### config.mk
export PLATFORM = sky130hd
export DESIGN_NAME = lsu_bus_master
export DESIGN_NICKNAME = d
export VERILOG_FILES = /design/src/rtl/lsu_bus_master.sv
export SDC_FILE = /design/constraint.sdc
export NUM_CORES = 1
export LEC_CHECK = 0
export ABC_AREA = 1
export BUFFER_PORTS_ARGS = -buffer_cell sky130_fd_sc_hd__buf_2
export CAP_MARGIN = 10
export CORE_MARGIN = 3
export CORE_UTILIZATION = 54
export CTS_CLUSTER_DIAMETER = 120
export DETAILED_ROUTE_END_ITERATION = 6
export GPL_TIMING_DRIVEN = 0
export PLACE_DENSITY = 0.81
export SKIP_LAST_GASP = 1
export SLEW_MARGIN = 20
export SYNTH_ARGS = -nofsm -noshare
export SYNTH_HDL_FRONTEND = slang
export SYNTH_SLANG_ARGS = --single-unit
### constraint.sdc
create_clock -name CLK -period 2.46 [get_ports CLK]
set_input_delay 0.492 -clock CLK [delete_from_list [all_inputs] [get_ports CLK]]
set_output_delay 0.492 -clock CLK [all_outputs]
set_load 0.03 [all_outputs]
### src/rtl/lsu_bus_master.sv
// ---------------------------------------------------------------------------
// lsu_bus_master
//   Load/store unit bus master in front of the RAM controller. Accepts one
//   CPU request at a time, issues word-aligned bus cycles and returns a
//   sign/zero-extended load result. The controller only writes whole words,
//   so byte/halfword stores are done as read-modify-write. Misaligned
//   requests are answered with a fault and make no bus access.
//
// Parameters
//   WRITE_HOLD   cycles HWRITE stays high per write (>=2)
//
// Ports
//   CLK, RST_N            clock (rising edge), async active-low reset
//   req_valid/req_ready   request handshake (ready only while idle)
//   req_write             1=store, 0=load
//   req_size              0=byte, 1=half, 2/3=word
//   req_unsigned          loads: 1=zero-extend, 0=sign-extend
//   req_addr, req_wdata   byte address, right-aligned store data
//   resp_valid            one-cycle completion pulse
//   resp_rdata            load result (0 for stores/faults)
//   resp_fault            misaligned request, valid with resp_valid
//   HADDR/HWRITE/HWDATA   registered bus outputs, 0 when bus idle
//   HRDATA                bus read data, sampled at end of RD_WAIT
// ---------------------------------------------------------------------------
module lsu_bus_master #(
  parameter int unsigned WRITE_HOLD = 2
) (
  input  logic        CLK,
  input  logic        RST_N,
  input  logic        req_valid,
  output logic        req_ready,
  input  logic        req_write,
  input  logic [1:0]  req_size,
  input  logic        req_unsigned,
  input  logic [31:0] req_addr,
  input  logic [31:0] req_wdata,
  output logic        resp_valid,
  output logic [31:0] resp_rdata,
  output logic        resp_fault,
  output logic [31:0] HADDR,
  output logic        HWRITE,
  output logic [31:0] HWDATA,
  input  logic [31:0] HRDATA
);

  localparam int unsigned CW = (WRITE_HOLD > 1) ? $clog2(WRITE_HOLD) : 1;

  typedef enum logic [2:0] {
    IDLE,
    RD,
    RD_WAIT,
    WR,
    RESP
  } state_t;

  state_t        state;
  logic          l_write;
  logic [1:0]    l_size;
  logic          l_unsigned;
  logic [1:0]    l_off;
  logic [31:0]   l_wdata;
  logic [CW-1:0] hold_cnt;

  logic [1:0]    size_n;
  logic          misaligned;
  logic [31:0]   addr_al;

  // Size 3 behaves exactly like a word access.
  assign size_n     = req_size[1] ? 2'd2 : req_size;
  assign misaligned = ((size_n == 2'd1) && req_addr[0]) ||
                      ((size_n == 2'd2) && (req_addr[1:0] != 2'b00));
  assign addr_al    = {req_addr[31:2], 2'b00};

  // Insert the store lane into the word read back from the aligned address.
  function automatic logic [31:0] merge_word(input logic [31:0] old_word,
                                             input logic [31:0] wdata,
                                             input logic [1:0]  size,
                                             input logic [1:0]  off);
    logic [31:0] w;
    w = old_word;
    case (size)
      2'd0:    w[{off, 3'b000} +: 8] = wdata[7:0];
      2'd1:    if (off[1]) w[31:16] = wdata[15:0];
               else        w[15:0]  = wdata[15:0];
      default: w = wdata;
    endcase
    return w;
  endfunction

  // Lanes come from the word at the aligned address; the controller's own
  // offset shift is deliberately not used.
  function automatic logic [31:0] extend_word(input logic [31:0] word,
                                              input logic [1:0]  size,
                                              input logic [1:0]  off,
                                              input logic        uns);
    logic [7:0]  b;
    logic [15:0] h;
    logic [31:0] r;
    b = word[{off, 3'b000} +: 8];
    h = off[1] ? word[31:16] : word[15:0];
    case (size)
      2'd0:    r = uns ? {24'h0, b} : {{24{b[7]}}, b};
      2'd1:    r = uns ? {16'h0, h} : {{16{h[15]}}, h};
      default: r = word;
    endcase
    return r;
  endfunction

  always_ff @(posedge CLK or negedge RST_N) begin
    if (!RST_N) begin
      state      <= IDLE;
      req_ready  <= 1'b1;
      resp_valid <= 1'b0;
      resp_fault <= 1'b0;
      resp_rdata <= '0;
      HADDR      <= '0;
      HWRITE     <= 1'b0;
      HWDATA     <= '0;
      l_write    <= 1'b0;
      l_size     <= '0;
      l_unsigned <= 1'b0;
      l_off      <= '0;
      l_wdata    <= '0;
      hold_cnt   <= '0;
    end else begin
      case (state)
        IDLE: begin
          resp_valid <= 1'b0;
          if (req_valid && req_ready) begin
            req_ready  <= 1'b0;
            l_write    <= req_write;
            l_size     <= size_n;
            l_unsigned <= req_unsigned;
            l_off      <= req_addr[1:0];
            l_wdata    <= req_wdata;
            if (misaligned) begin
              state      <= RESP;
              resp_valid <= 1'b1;
              resp_fault <= 1'b1;
              resp_rdata <= '0;
            end else if (req_write && (size_n == 2'd2)) begin
              state    <= WR;
              HADDR    <= addr_al;
              HWRITE   <= 1'b1;
              HWDATA   <= req_wdata;
              hold_cnt <= CW'(WRITE_HOLD - 1);
            end else begin
              state <= RD;
              HADDR <= addr_al;
            end
          end
        end

        RD: begin
          state <= RD_WAIT;
        end

        RD_WAIT: begin
          if (l_write) begin
            state    <= WR;
            HWRITE   <= 1'b1;
            HWDATA   <= merge_word(HRDATA, l_wdata, l_size, l_off);
            hold_cnt <= CW'(WRITE_HOLD - 1);
          end else begin
            state      <= RESP;
            HADDR      <= '0;
            resp_valid <= 1'b1;
            resp_fault <= 1'b0;
            resp_rdata <= extend_word(HRDATA, l_size, l_off, l_unsigned);
          end
        end

        WR: begin
          if (hold_cnt == '0) begin
            state      <= RESP;
            HADDR      <= '0;
            HWRITE     <= 1'b0;
            HWDATA     <= '0;
            resp_valid <= 1'b1;
            resp_fault <= 1'b0;
            resp_rdata <= '0;
          end else begin
            hold_cnt <= hold_cnt - 1'b1;
          end
        end

        RESP: begin
          state      <= IDLE;
          resp_valid <= 1'b0;
          resp_fault <= 1'b0;
          req_ready  <= 1'b1;
        end

        default: begin
          state     <= IDLE;
          req_ready <= 1'b1;
          HADDR     <= '0;
          HWRITE    <= 1'b0;
          HWDATA    <= '0;
        end
      endcase
    end
  end

endmodule

==> summary.md, run 1 <==
| Metric | Value |
|---|---|
| WL met2 | `12,800 um` |
| Endpoints failing setup | `0` |
| Final net count | `1,543` |
| Wl on met1 | `11,900 um` |
| Antenna-violating nets left | `0` |
| Post-DP HPWL | `21,500 um` |
| Die height | `129 um` |
| RSZ-0062 raised after global routing | `false` |
| DR top layer | `met4` |
| First-pass GRT wire length | `44,300 um` |
| Final Instance Area | `10,000 um2` |
| Arrival time at the worst endpoint | `2550 ps` |
| Post-synth top area cell | `dfrtp_1` |
| DP Cell Count | `1,601` |
| Required time worst endpoint | `2780 ps` |
| CP max stage delay | `440 ps` |
| Gp weighted congestion | `1.02` |
| CP Capture Type | `flop` |
| Max clock buf depth | `2` |
| Clock transition at path regs | `70 ps` |
| Fin util | `68.5%` |
| Initial antenna violation count | `0` |
| Die ar. | `16,500 um2` |
| Seq/Total Area, Yosys | `43.2%` |
| Pins Over Slew Limit | `0` |
| Dpl ws | `-248 ps` |
| Synth Cell Area | `8120 um2` |
| Cell row count | `44` |
| DR vias/cell | `5.44` |
| Io pins | `203` |
| CTS tree | `yes` |
| Hold Vio Cnt, Final | `0` |
| Core Area | `14,600 um2` |
| Slew headroom | `55.7%` |
| Worst hold path depth | `3` |
| Register area | `3500 um2` |
| Worst-Margin Slew | `664 ps` |
| Clk_lat worst skew | `430 ps` |
| Largest net degree at the start of global routing | `85` |
| Top cell type's share of synthesized area | `42.9%` |
| Leak | `5.79 nW` |
| Type of the worst setup path | `flop to flop` |
| Total setup buffers inserted after CTS | `0` |
| Met3 wire len | `2660 um` |
| Starting Density | `55.4%` |
| Post-Syn Instances | `1,215` |
| Hold Path Sink | `l_wdata[14]` |
| Setup TNS Final | `0 ps` |
| HP Class | `input port to flop` |
| Iter 0 DRT Violations | `823` |
| Syn_area_per_cell | `6.68 um2` |
| Layout cells sized above 1 | `20.5%` |
| Worst Skew | `12.2 ps` |
| Area Growth Syn to Fin | `23.6%` |
| Crit-path most repeated cell | `nand2_1` |
| Final worst slack | `227 ps` |
| Hold_sp | `req_wdata[14]` |
| Register-to-Register Path Depth | `14` |
| DRC errors left | `0` |
| Final non-filler cell total | `1,631` |
| H-tree depth | `4` |
| Max Fclk | `448 MHz` |
| Grt total ovfl | `0` |
| WL/cell | `17.3 um` |
| Register bit count reported by yosys | `140` |
| Die X | `129 um` |
| Clk sink count | `140` |
| Period minus WS final | `2230 ps` |
| Max-cap violation count | `0` |
| Distinct cells, synth | `31` |
| Total power | `15.9 mW` |
| FF-to-FF Start | `l_off[1]` |
| Pwr/cell area | `1590 nW/um2` |
| Slowest-stage cell, CP | `dfrtp_1` |
| CTS Buf Count | `17` |
| Root Buffer | `clkbuf_16` |
| Drt pass-1 iters | `6` |
| PortBufs | `200` |
| Vias post-DR | `8,873` |
| YS warnings | `0` |
| CP Launch Point | `l_off[1]` |
| Antenna cells | `0` |
| Hold WS | `273 ps` |
| Worst Path Max Fanout | `21` |
| Number of global-route vias before repair | `8,368` |
| R2r endpoint | `HWDATA[12]` |
| Peak supply drop | `0.00102 V` |
| R2R Setup Slk | `230 ps` |
| GRT Total Usage | `34.4%` |
| # fillers | `1,292` |
| Period utilization | `90.8%` |
| Startpoint types | `flop` |
| Final wirelength | `28,200 um` |
| Worst path cell trace | `inv_1, buf_2, ha_4, inv_1, nor2_2, clkbuf_4, nand2_1, nand2_1, nand2_1, nand3_1, nand2_1, nand2_1, nand2_1, nand2_1` |
| Status | `complete, no violations` |
| Synth top area cells | `dfrtp_1 43%, nand2_1 30%, a21oi_1 4.0%` |
| DP Area | `9390 um2` |
| Area of the multi-input gates | `4060 um2` |
[synthesized netlist by cell type]
cell and count:
conb_1 1, dfrtp_1 139, buf_1 7, o21ai_0 49
nand3_2 2, a21oi_1 65, nor2_1 49, ha_1 5
nand2_2 3, a22oi_1 4, buf_2 28, buf_6 3
or2_2 1, nor2_8 1, buf_4 7, nand2_1 643
o21ai_2 2, dfstp_2 1, inv_2 7, a21o_1 1
nor2_4 1, clkbuf_1 23, o21ai_1 33, inv_1 53
nand3_1 53, nand4_1 2, nor2_2 3, clkbuf_2 1
o211ai_1 9, nand4_2 1, a21boi_0 18
[cell usage in the layout (no fill, tap or decap), types with 3 or more instances in the layout]
| cell type | instances |
|---|---|
| o211ai_1 | 9 |
| o21ai_1 | 33 |
| nand2_2 | 3 |
| inv_1 | 53 |
| nor2_2 | 5 |
| inv_6 | 5 |
| a21boi_0 | 18 |
| buf_6 | 3 |
| dfrtp_1 | 139 |
| o21ai_0 | 49 |
| bufinv_16 | 3 |
| clkbuf_1 | 22 |
| ha_1 | 4 |
| a21oi_1 | 65 |
| nor2_1 | 47 |
| inv_2 | 7 |
| clkbuf_16 | 17 |
| nand2_1 | 643 |
| buf_4 | 7 |
| nand3_1 | 53 |
| buf_2 | 226 |
| buf_1 | 6 |
| a22oi_1 | 4 |
[where the power goes]
group | leakage [nW] | switching [mW] | total, mW | internal, mW
clock network | 0.296 | 1.07 | 2.71 | 1.64
logic | 3.69 | 6.55 | 9.26 | 2.71
registers | 1.81 | 0.721 | 3.98 | 3.26
[repair_timing]
item | 4_1_cts | 5_1_grt
endpoints found under the hold margin | 9 | 0
cloned | 0 | 0
setup endpoints to repair | 18 | 18
hold buffers | 1 | 0
gates resized for setup | 0 | 4
[kinds of logic (layout without fill, tap and decap cells)]
kind of cell / count (synthesis) / in the layout / synth area share, %
AND/OR/NAND/NOR: 759 / 759 / 36.8
AO/OA/AOI/OAI: 181 / 181 / 12.2
flip-flops: 140 / 140 / 43.2
buffers and inverters: 129 / 360 / 7.01
adder cells (fa/ha/maj): 5 / 5 / 0.771
other: 1 / 2 / 0.0462
[critical path: cells and delay by family, from the launching register on]
family        cells  cell delay [ps]
buf+inv           4              770
simple gates      9              630
flops             1              440
fa+ha+maj         1              290
[final cells by class]
type	instances	share of cell area (%)
clock buffers	18	4.38
clock inverters	13	1.77
multi-input cells	947	40.5
repair buffers	202	10.5
plain buffers	67	3.38
inverters	60	2.25
well taps	184	2.30
flip-flops and latches	140	34.9
[flip-flops by register name, indices dropped and copies added (netlist names)]
signal / flops
HWDATA: 32
l_wdata: 32
resp_rdata: 32
HADDR: 30
state: 3
l_off: 2
l_size: 2
HWRITE: 1
hold_cnt: 1
l_unsigned: 1
l_write: 1
req_ready: 1
resp_fault: 1
resp_valid: 1
[how the worst max path moves through the flow]
stage | end | slack, ps | depth (start not counted)
global placement | HADDR[29] | -960 | 1
global route | HWDATA[15] | 40 | 12
CTS | HWDATA[24] | 80 | 12
finish | HWDATA[12] | 230 | 14
detailed placement | HWDATA[24] | -250 | 13
floorplan | HWDATA[24] | 370 | 13
[per-layer routing]
layer / GRT usage (%) / vias up
li1: - / 4260
met1: 46.1 / 4052
met2: 55.0 / 488
met3: 8.26 / 73
met4: 12.2 / 0
met5: 0 / -
(Power assumes the default switching activity.)
==> inputs of run 2 (changes only) <==
--- a/config.mk
+++ b/config.mk
@@ -5,15 +5,14 @@
 export SDC_FILE = /design/constraint.sdc
 export NUM_CORES = 1
 export LEC_CHECK = 0
-export ABC_AREA = 1
 export BUFFER_PORTS_ARGS = -buffer_cell sky130_fd_sc_hd__buf_2
 export CAP_MARGIN = 10
-export CORE_MARGIN = 3
-export CORE_UTILIZATION = 54
+export CORE_MARGIN = 10
+export CORE_UTILIZATION = 55
 export CTS_CLUSTER_DIAMETER = 120
 export DETAILED_ROUTE_END_ITERATION = 6
 export GPL_TIMING_DRIVEN = 0
-export PLACE_DENSITY = 0.81
+export PLACE_DENSITY = 0.82
 export SKIP_LAST_GASP = 1
 export SLEW_MARGIN = 20
 export SYNTH_ARGS = -nofsm -noshare
==> run 2 against run 1 <==
Against the previous run:
- global-route usage fell by 5.9 points
- area after synthesis is 3.4% higher
- wire length rose by 5.2%
- die area up 25%
- power down 0.14%
- combinational power is 0.4% lower
- critical path depth down 6
- critical endpoint is now HWDATA[1]
- highest routed layer unchanged
==> summary.md, run 2 <==
| Metric | Value |
|---|---|
| Status | `complete, no violations` |
| Asr flop ratio synth | `100%` |
| Area Growth Syn to Fin | `23.7%` |
| Largest net degree at the start of global routing | `85` |
| Met3 wire len | `3560 um` |
| Most frequent cells in the layout | `224 x buf_2, 139 x dfrtp_1, 107 x nand2_1` |
| Register bit count reported by yosys | `140` |
| Period utilization | `98.7%` |
| CTS tree | `yes` |
| Gp weighted congestion | `1.03` |
| Grt total ovfl | `0` |
| Switch share | `47.6%` |
| Clk sink count | `140` |
| H-tree depth | `4` |
| Core Area | `15,100 um2` |
| Worst-Margin Slew | `724 ps` |
| Period minus WS final | `2430 ps` |
| Total power | `15.9 mW` |
| Top cell type's share of synthesized area | `41.4%` |
| Pint | `8.34 mW` |
| Die ar. | `20,600 um2` |
| Antenna-violating nets left | `0` |
| Syn_area_per_cell | `9.77 um2` |
| Max Fclk | `412 MHz` |
| Post-synth top area cell | `dfrtp_1` |
| Clock transition at path regs | `60 ps` |
| WL met2 | `13,400 um` |
| Primary FF master, synth | `dfrtp_1` |
| Biggest regs | `HWDATA (32), l_wdata (32), resp_rdata (32)` |
| Synth Area in Simple Gates | `14.5%` |
| Io pins | `203` |
| PortBufs | `200` |
| Comb pwr share | `57.9%` |
| Final wirelength | `29,700 um` |
| Die height | `144 um` |
| Hold Vio Cnt, Final | `0` |
| Clock power frac | `16.5%` |
| Seq/Total Area, Yosys | `41.8%` |
| Sequential Power Share | `25.6%` |
| Synth Area in XOR/XNOR | `0%` |
| Slew headroom | `51.6%` |
| Worst Skew | `8.68 ps` |
| WL/cell | `23.1 um` |
| Mux share of post-synthesis cell area | `14.4%` |
| Setup TNS Final | `0 ps` |
| Distinct cells, synth | `65` |
| Largest family of logic cells by synthesized area | `compound AO/OA/AOI/OAI gates` |
| Compound-gate portion of the synthesized area | `21.7%` |
| Required time worst endpoint | `2820 ps` |
| Worst Path Max Fanout | `12` |
| Pwr/cell area | `1530 nW/um2` |
| Drt pass-1 iters | `5` |
| Die X | `144 um` |
| Arrival time at the worst endpoint | `2790 ps` |
| Layout cells sized above 1 | `32.7%` |
| Final net count | `1,191` |
| Post-Syn Instances | `859` |
| DR vias/cell | `6.36` |
| Max-cap violation count | `0` |
| Post-DP HPWL | `22,500 um` |
| Synth Cell Area | `8390 um2` |
| YS warnings | `0` |
| Most common cell in the synthesized netlist | `dfrtp_1` |
| Leak | `4.82 nW` |
| DP Area | `9670 um2` |
| GRT Total Usage | `28.5%` |
| Synth top area cells | `dfrtp_1 41%, mux2_2 5.9%, nand2_1 4.8%` |
| DRC errors left | `0` |
| RSZ-0062 raised after global routing | `true` |
| Final Instance Area | `10,400 um2` |
| First-pass GRT wire length | `45,400 um` |
| HP Class | `input port to flop` |
| Pins Over Slew Limit | `0` |
| Endpoints failing setup | `0` |
| Initial antenna violation count | `3` |
| Most common cell after layout, fill and taps aside | `buf_2` |
| Vias post-DR | `8,174` |
| Starting Density | `55.6%` |
| Iter 0 DRT Violations | `961` |
| Hold WS | `301 ps` |
| DR top layer | `met4` |
| Synth top cells by count | `139 x dfrtp_1, 107 x nand2_1, 44 x mux2_2` |
| Cell row count | `45` |
| Clk_lat worst skew | `430 ps` |
| Type of the worst setup path | `flop to flop` |
| Peak supply drop | `0.000903 V` |
| Psw | `7.59 mW` |
| Fin util | `68.8%` |
| Root Buffer | `clkbuf_16` |
| Wl on met1 | `11,600 um` |
| EDFF count, synth | `0` |
| Adder-cell area share of the yosys netlist | `0.745%` |
| Startpoint types | `flop` |
| Max clock buf depth | `2` |
| CTS Buf Count | `17` |
| Number of global-route vias before repair | `8,028` |
| CP Capture Type | `flop` |
[run 2: layout make-up]
cell class	instances	area (um2)
clock buffer	21	460
fill	1234	4710
timing repair buffer	205	1070
multi-input combinational	600	4360
inverter	40	156
buffer	79	449
sequential	140	3500
clock inverter	10	140
tap	188	235
antenna	2	5.00
[run 2: cell families after synthesis]
| kind of cell | after synthesis |
|---|---|
| AND/OR/NAND/NOR | 234 |
| other | 1 |
| multiplexers | 101 |
| adder cells (fa/ha/maj) | 5 |
| buffers and inverters | 120 |
| AO/OA/AOI/OAI | 258 |
| flip-flops | 140 |
[run 2: repair_timing]
item	in CTS	in global routing
gates resized for setup	10	8
hold endpoints to repair	8	0
setup buffers	1	2
hold buffers	1	0
pin swaps	0	3
setup endpoints to repair	31	33
[run 2: worst max-delay path, stage by stage, from the launching register on]
cell       delay (ps)
dfrtp_1           400
buf_6             160
inv_4             100
clkbuf_16         170
ha_2              320
or4b_1            530
a31o_4            280
o221ai_1          200
mux2_2            200
[run 2: path summary, 6_finish.rpt]
| kind | from | to | slack, ps | depth (start not counted) |
|---|---|---|---|---|
| setup / recovery | l_off[1] | HWDATA[1] | 30 | 8 |
| hold / removal | req_wdata[3] | l_wdata[3] | 300 | 3 |
| setup reg to reg | l_off[1] | HWDATA[1] | 30 | 8 |
| hold reg to reg | resp_rdata[31] | resp_rdata[31] | 490 | 1 |
| max in group asynchronous | RST_N | req_ready | 1090 | 3 |
| min in group asynchronous | RST_N | resp_rdata[11] | 570 | 2 |
[run 2: power by group through the flow]
stage	sequential [mW]	combinational [mW]	clock [mW]
3_5_place_dp	4.06	8.88	0
6_report	4.07	9.22	2.63
5_1_grt	4.17	9.86	2.76
3_3_place_gp	4.01	8.75	0
2_1_floorplan	5.14	5.15	0
4_1_cts	4.03	9.03	2.64
[run 2: layer usage]
metal,global-route usage [%],up-vias
met5,0,-
met4,11.2,0
met3,11.1,102
met2,42.9,513
met1,36.1,3939
li1,-,3620
[run 2: through the flow]
| stage | instances | setup slack [ps] |
|---|---|---|
| global placement | 1248 | -1120 |
| CTS | 1282 | 12.0 |
| detailed placement | 1249 | -476 |
| finish | 1285 | 30.9 |
| global route | 1285 | -10.3 |
| floorplan | 860 | 18.6 |
